<file path="src/rtl/serial_frame_tx.sv">
`default_nettype none
// ============================================================================
// Module      : serial_frame_tx
// Description : Serial frame transmitter. Start bit, LSB-first payload,
//               optional parity, 1 or 2 stop bits, DIVISOR clocks per bit.
// Revision    : 1.0 - initial release
// ============================================================================
module serial_frame_tx #(
    parameter int DATA_W    = 162,
    parameter int DIVISOR   = 6771,
    parameter int PARITY    = 0,
    parameter int STOP_BITS = 1
) (
    input  logic              clk_in,
    input  logic              rst_n_in,
    input  logic              valid_in,
    input  logic [DATA_W-1:0] val_in,
    output logic              ready_out,
    output logic              busy_out,
    output logic              done_out,
    output logic              data_out
);

    localparam int CNT_W = $clog2(DIVISOR);
    localparam int IDX_W = $clog2(DATA_W + 1);

    localparam logic [2:0] S_IDLE  = 3'd0;
    localparam logic [2:0] S_START = 3'd1;
    localparam logic [2:0] S_DATA  = 3'd2;
    localparam logic [2:0] S_PAR   = 3'd3;
    localparam logic [2:0] S_STOP  = 3'd4;

    localparam logic [CNT_W-1:0] c_CNT_RELOAD = CNT_W'(DIVISOR - 1);
    localparam logic [IDX_W-1:0] c_IDX_LAST   = IDX_W'(DATA_W - 1);
    localparam logic [IDX_W-1:0] c_STOP_LAST  = IDX_W'(STOP_BITS - 1);
    localparam bit               c_HAS_PAR    = (PARITY != 0);

    logic [2:0]        r_state, w_state_nxt;
    logic [CNT_W-1:0]  r_cnt, w_cnt_nxt;
    logic [IDX_W-1:0]  r_idx, w_idx_nxt;
    logic [DATA_W-1:0] r_shift, w_shift_nxt;
    logic              r_par, w_par_nxt;
    logic              r_line, w_line_nxt;
    logic              w_par_calc;
    logic              w_bit_end;
    logic              w_last_stop;
    logic              w_accept;

    generate
        if (PARITY == 2) begin : g_par_odd
            assign w_par_calc = ~^val_in;
        end else begin : g_par_even
            assign w_par_calc = ^val_in;
        end
    endgenerate

    assign w_bit_end   = (r_cnt == '0);
    assign w_last_stop = (r_state == S_STOP) && w_bit_end && (r_idx == c_STOP_LAST);

    // State and datapath registers; the line itself is registered so the start
    // bit appears the cycle after accept and reset forces it high immediately.
    always_ff @(posedge clk_in or negedge rst_n_in) begin
        if (!rst_n_in) begin
            r_state <= S_IDLE;
            r_cnt   <= '0;
            r_idx   <= '0;
            r_shift <= '0;
            r_par   <= 1'b0;
            r_line  <= 1'b1;
        end else begin
            r_state <= w_state_nxt;
            r_cnt   <= w_cnt_nxt;
            r_idx   <= w_idx_nxt;
            r_shift <= w_shift_nxt;
            r_par   <= w_par_nxt;
            r_line  <= w_line_nxt;
        end
    end

    always_comb begin : next_state
        w_state_nxt = r_state;
        w_cnt_nxt   = r_cnt;
        w_idx_nxt   = r_idx;
        w_shift_nxt = r_shift;
        w_par_nxt   = r_par;
        w_accept    = valid_in && ready_out;

        if ((r_state != S_IDLE) && !w_bit_end) begin
            w_cnt_nxt = r_cnt - 1'b1;
        end

        case (r_state)
            S_IDLE: begin
                if (w_accept) begin
                    w_state_nxt = S_START;
                    w_cnt_nxt   = c_CNT_RELOAD;
                    w_idx_nxt   = '0;
                    w_shift_nxt = val_in;
                    w_par_nxt   = w_par_calc;
                end
            end
            S_START: begin
                if (w_bit_end) begin
                    w_state_nxt = S_DATA;
                    w_cnt_nxt   = c_CNT_RELOAD;
                    w_idx_nxt   = '0;
                end
            end
            S_DATA: begin
                if (w_bit_end) begin
                    w_cnt_nxt   = c_CNT_RELOAD;
                    w_shift_nxt = r_shift >> 1;
                    if (r_idx == c_IDX_LAST) begin
                        w_idx_nxt   = '0;
                        w_state_nxt = c_HAS_PAR ? S_PAR : S_STOP;
                    end else begin
                        w_idx_nxt = r_idx + 1'b1;
                    end
                end
            end
            S_PAR: begin
                if (w_bit_end) begin
                    w_state_nxt = S_STOP;
                    w_cnt_nxt   = c_CNT_RELOAD;
                    w_idx_nxt   = '0;
                end
            end
            S_STOP: begin
                if (w_bit_end) begin
                    if (r_idx == c_STOP_LAST) begin
                        // Accept here chains the next frame with no idle bit.
                        if (w_accept) begin
                            w_state_nxt = S_START;
                            w_cnt_nxt   = c_CNT_RELOAD;
                            w_idx_nxt   = '0;
                            w_shift_nxt = val_in;
                            w_par_nxt   = w_par_calc;
                        end else begin
                            w_state_nxt = S_IDLE;
                            w_idx_nxt   = '0;
                        end
                    end else begin
                        w_idx_nxt = r_idx + 1'b1;
                        w_cnt_nxt = c_CNT_RELOAD;
                    end
                end
            end
            default: begin
                w_state_nxt = S_IDLE;
                w_cnt_nxt   = '0;
                w_idx_nxt   = '0;
            end
        endcase

        case (w_state_nxt)
            S_START: w_line_nxt = 1'b0;
            S_DATA:  w_line_nxt = w_shift_nxt[0];
            S_PAR:   w_line_nxt = w_par_nxt;
            default: w_line_nxt = 1'b1;
        endcase
    end

    always_comb begin : outputs
        ready_out = (r_state == S_IDLE) || w_last_stop;
        done_out  = w_last_stop;
        busy_out  = (r_state != S_IDLE);
        data_out  = r_line;
    end

endmodule
`default_nettype wire

</file>
<file path="config.mk">
export PLATFORM = sky130hd
export DESIGN_NAME = serial_frame_tx
export DESIGN_NICKNAME = d
export VERILOG_FILES = /design/src/rtl/serial_frame_tx.sv
export SDC_FILE = /design/constraint.sdc
export NUM_CORES = 1
export LEC_CHECK = 0
export ABC_AREA = 1
export BUFFER_PORTS_ARGS = -buffer_cell sky130_fd_sc_hd__buf_4
export CORE_MARGIN = 2
export CORE_UTILIZATION = 56
export DETAILED_ROUTE_END_ITERATION = 10
export GPL_ROUTABILITY_DRIVEN = 0
export GPL_TIMING_DRIVEN = 0
export PLACE_DENSITY = 0.74
export SYNTH_ARGS = -nofsm -noshare
export SYNTH_HDL_FRONTEND = slang
export SYNTH_SLANG_ARGS = --single-unit
</file>
<file path="constraint.sdc">
create_clock -name clk_in -period 3.65 [get_ports clk_in]
set_clock_uncertainty 0.2 [all_clocks]
set_input_delay 0.73 -clock clk_in [delete_from_list [all_inputs] [get_ports clk_in]]
set_output_delay 0.73 -clock clk_in [all_outputs]
set_load 0.01 [all_outputs]
</file>
After elaboration in Yosys (flattened, before gate mapping)

Cells that the tools add are included.
W data, S select, Z words.

Register bits: 188
Latch bits: 0
Memory bits (writable): 0
Bits in read-only memories: 0
Output and inout port bits: 4
Word-level logic and storage cells: 70
Memories: 0

Add/sub/neg operators: 2
Multipliers: 0
Div/mod/pow operators: 0
Order comparisons: 0
Equality and inequality tests: 13
Shift-type cells: 0
Mux-type cells: 32
Bitwise logic cells: 0
Reductions and logical operators: 16

Operator list:

| kind                    | number |
|---|---|
| $mux W162               | 4 |
| $pmux W162 S3           | 1 |
| $reduce_xor A162 Y1     | 1 |
| $mux W13                | 5 |
| $mux W8                 | 6 |
| $pmux W13 S3            | 1 |
| $pmux W8 S4             | 1 |
| $mux W3                 | 7 |
| $pmux W3 S5             | 1 |
| $logic_not A13 Y1       | 1 |
| $sub A13 B1 Y13 const B | 1 |
| $eq A3 B2 Y1 const B    | 4 |
| $add A8 B1 Y8 const B   | 1 |
| $eq A8 B8 Y1 const B    | 1 |
| $logic_not A8 Y1        | 1 |
| $reduce_and A4 Y1       | 2 |
| $eq A3 B1 Y1 const B    | 2 |
| $ne A2 B2 Y1 const B    | 3 |
| $reduce_bool A3 Y1      | 2 |
| $logic_and A1 B1 Y1     | 4 |
| $mux W1                 | 4 |
| $ne A2 B1 Y1 const B    | 2 |
| $eq A3 B3 Y1 const B    | 1 |
| $logic_not A3 Y1        | 1 |
| other kinds (6)         | 6 |

Longest topological paths before layout

Depth in word-level cells: 11
Gate-level depth with buffers: 20

Worst setup path before layout

OpenSTA, ideal clock, no wires.

Path kind: register to output
Start point: register r_cnt[0]
End point: output port ready_out
Data arrival time: 1,581 ps
Data required time: 2,720 ps
Path slack: 1,139 ps
Stages on the path, launching flop included: 11
Buffers on the path: 2
Cells stage by stage: dfrtp_1 inv_1 ha_1 inv_1 nor3_2 nand2_2 o21ai_2 nand2_2 inv_1 buf_2 buf_2

Longest elaborated chain between the ends: 4

Ends and longest elaborated chain:

| item                              | RTL line | source |
|---|---|---|
| start: declaration                | 39       | `logic [CNT_W-1:0] r_cnt, w_cnt_nxt;` |
| start signal: assignment          | 72       | `r_cnt <= w_cnt_nxt;` |
| $logic_not A13 Y1                 | 57       | `assign w_bit_end = (r_cnt == '0);` |
| $logic_and A1 B1 Y1 (2 in series) | 58       | `assign w_last_stop = (r_state == S_STOP) && w_bit_end && (r_idx == c_STOP_LAST);` |
| $logic_or A1 B1 Y1                | 164      | `ready_out = (r_state == S_IDLE) \|\| w_last_stop;` |
| end: declaration                  | 18       | `output logic ready_out,` |

Every way passes these cells.

Worst setup path in the final report

Ends and elaborated chain as after synthesis.

==> out/qor.csv <==
stage;metric;value;unit
floorplanning;FP Rows;54;
cts;hold bufs inserted after CTS;0;
synth;syn nets;1927;
sta;Worst-Margin Slew;0.960;ns
global_route;antenna violations before repair;0;
cts;CTS Sinks;188;
setup_path;R2R Path Start;r_cnt[0]$_DFF_PN0_;
cts;post-CTS resize count;0;
final_layout;Synth-to-Final Area Change;18.1;%
sta;Tcrit/Tclk final;0.952;
synth;Post-synth EDFFs;0;
global_route;grt ovf;0;
min_path;min-delay worst type;in -> async;
synth;Mapped Area;12300;µm²
global_route;first-pass GRT wire length;62.1;mm
flow_run;Max Cap Viol;0;
setup_path;WS Path Type;reg -> out;
detailed_routing;DRT Wirelength;38.6;mm
setup_path;CP max-delay cell;dfrtp_1;
cts;Clock Path Buffers;2;
sta;Final Hold Viols;0;
power_and_ir_drop;leakage;0.00713;µW
place;placed wire-length estimate;28.4;mm
synth;Yosys reg bits;188;
setup_path;R2R Setup Slk;0.38;ns
global_route;GR Util All Layers;0.336;
sta;Fin Hold WS;0.0272;ns
sta;TNS Setup;0;ns
detailed_routing;DRC errors left;0;
outcome;status;completed;
final_layout;most frequent cells in the layout;nand2_1, dfrtp_1, buf_4, nand3_1, inv_1;
setup_path;Worst setup EP type;output pin;
floorplanning;core region area;21700;µm²
setup_path;Worst Setup Start Kind;flip-flop;
detailed_routing;Iteration-0 DRC Markers;1141;
cts;CTS tree;yes;
floorplanning;Die Height;152;µm
detailed_routing;via-per-instance ratio;5.64;
sta;RSZ-0062 raised after global routing;no;
cts;Worst-path clk slew;0.07;ns
final_layout;share of cells above drive strength 1;0.131;
detailed_routing;first-pass detailed-route iteration total;5;
final_layout;Finished Cell Area;14500;µm²
synth;Syn Inst Count;1757;
setup_path;Max FO, Critical Path;10;
synth;Synth Warn #;0;
cts;clk_lat worst skew;0.45;ns
synth;Netlist cell types;42;
cts;total CTS buffers;17;
sta;Slew Limit Fails;0;
synth;ys async rst share;1.00;
floorplanning;IO Pins;169;
power_and_ir_drop;Cell Pwr Density;338;nW/µm²
cts;htree depth;4;
sta;final setup fails;0;
synth;sequential fraction of the synthesis area;0.384;
sta;worst rel slew slack;0.360;
floorplanning;Chip Width;152;µm
final_layout;Diodes inserted;0;
setup_path;Worst Path Arrival;2.54;ns
setup_path;Worst path most repeated cell;inv_1;
setup_path;Required @ worst endpoint;2.72;ns
detailed_routing;drt wl/cell;17.2;µm
global_route;largest net degree at the start of global routing;118;
setup_path;CP Launch Point;r_cnt[0]$_DFF_PN0_;
cts;number of post-CTS setup repair buffers;0;
power_and_ir_drop;peak supply drop;0.281;mV
detailed_routing;via count;12600;
setup_path;crit-path cells;inv_1, ha_1, inv_1, nor3_2, nand2_2, o21ai_2, nand2_2, inv_1, buf_2, clkbuf_4, buf_4;
synth;Syn Area/Cell;6.98;µm²
sta;Fmax;288;MHz
place;IO Port Bufs;168;
synth;Main synth FF type;dfrtp_1;
sta;final critical-path required period;3.47;ns
floorplanning;die area;23100;µm²
cts;clock root buffer;clkbuf_16;
final_layout;layout net count;2115;
detailed_routing;ANT nets after route;0;
global_route;vias in the first global route;12100;
place;dpl cell area;13900;µm²
setup_path;Crit path largest cell delay;0.39;ns
final_layout;most common cell after layout, fill and taps aside;nand2_1;
floorplanning;initial core utilization;0.566;
==> cell usage after synthesis (4+ instances only) <==
| cell | number | area, µm² |
|---|---|---|
| o221ai_1 | 22 | 193 |
| a21oi_1 | 46 | 230 |
| nor3_1 | 6 | 30.0 |
| buf_4 | 5 | 37.5 |
| buf_2 | 19 | 95.1 |
| a32oi_1 | 18 | 158 |
| nand2_2 | 4 | 25.0 |
| inv_1 | 153 | 574 |
| inv_2 | 8 | 30.0 |
| xor2_1 | 56 | 490 |
| nand3_1 | 154 | 771 |
| dfrtp_1 | 187 | 4680 |
| nand2_1 | 746 | 2800 |
| o211ai_1 | 38 | 285 |
| ha_1 | 5 | 62.6 |
| clkbuf_1 | 44 | 165 |
| o21ai_0 | 27 | 135 |
| nor2_2 | 7 | 43.8 |
| o2111ai_1 | 19 | 166 |
| xnor2_1 | 67 | 587 |
| nor2_1 | 72 | 270 |
| a31oi_1 | 21 | 131 |
==> kinds of logic (layout without fill, tap and decap cells) <==
family	after synthesis	in the layout	share of synthesized area
simple gates	1008	1008	0.334
buf+inv	230	431	0.0738
xor+xnor	123	123	0.0878
compound gates	203	203	0.116
fa+ha+maj	5	5	0.00510
flops	188	188	0.384
==> metal layers <==
metal  up-vias  share of wire  global-route usage
met4         0          0.043               0.148
met5         -              0                   0
met3       100          0.089              0.0642
met1      5871           0.40               0.445
li1       6053              -                   -
met2       592           0.46               0.541
==> critical path: cells and delay by family (launching register included) <==
family                     cells  cell delay (ns)
DFF                            1             0.39
adders and majority gates      1             0.19
and+or+nand+nor                3             0.38
AOI/OAI and AO/OA              1             0.17
buffers and inverters          6             0.96
==> layout make-up <==
class,instances,area (µm²)
fill,1935,7190
multi-input combinational,1339,6660
sequential,188,4710
timing repair buffer,169,1300
inverter,161,604
clock buffer,17,425
tap,280,350
buffer,69,304
clock inverter,15,151
==> sequential cells by signal, indices dropped and copies added (netlist names) <==
| signal | flops |
|---|---|
| r_cnt | 13 |
| r_state | 3 |
| data_out | 1 |
| r_par | 1 |
| r_idx | 8 |
| r_shift | 162 |
==> path summary, 6_finish.rpt <==
check	end	cells past startpoint
max in group asynchronous	r_shift[156]$_DFFE_PN0P_	2
min in group clk_in	r_shift[133]$_DFFE_PN0P_	2
hold / removal	r_cnt[2]$_DFF_PN0_	1
hold reg to reg	r_shift[133]$_DFFE_PN0P_	2
setup reg to reg	r_shift[17]$_DFFE_PN0P_	12
setup / recovery	ready_out	11
==> metrics by stage <==
step	worst slack [ns]	util	cells	power [µW]
2_1_floorplan	1.14	-	1757	2640
3_3_place_gp	0.367	0.640	2205	3000
3_5_place_dp	0.542	0.642	2206	3030
4_1_cts	0.136	0.668	2238	4880
5_1_grt	0.00742	0.668	2238	5100
6_report	0.177	0.668	2238	4890
==> report_power, final <==
| part | internal [µW] | switching, µW | leakage, µW | total, µW |
|---|---|---|---|---|
| registers | 2080 | 1.47 | 0.00173 | 2090 |
| clock network | 966 | 928 | 0.000273 | 1890 |
| logic | 351 | 562 | 0.00513 | 913 |
| total | 3400 | 1490 | 0.00713 | 4890 |
Power figures use the tool's default switching activity.
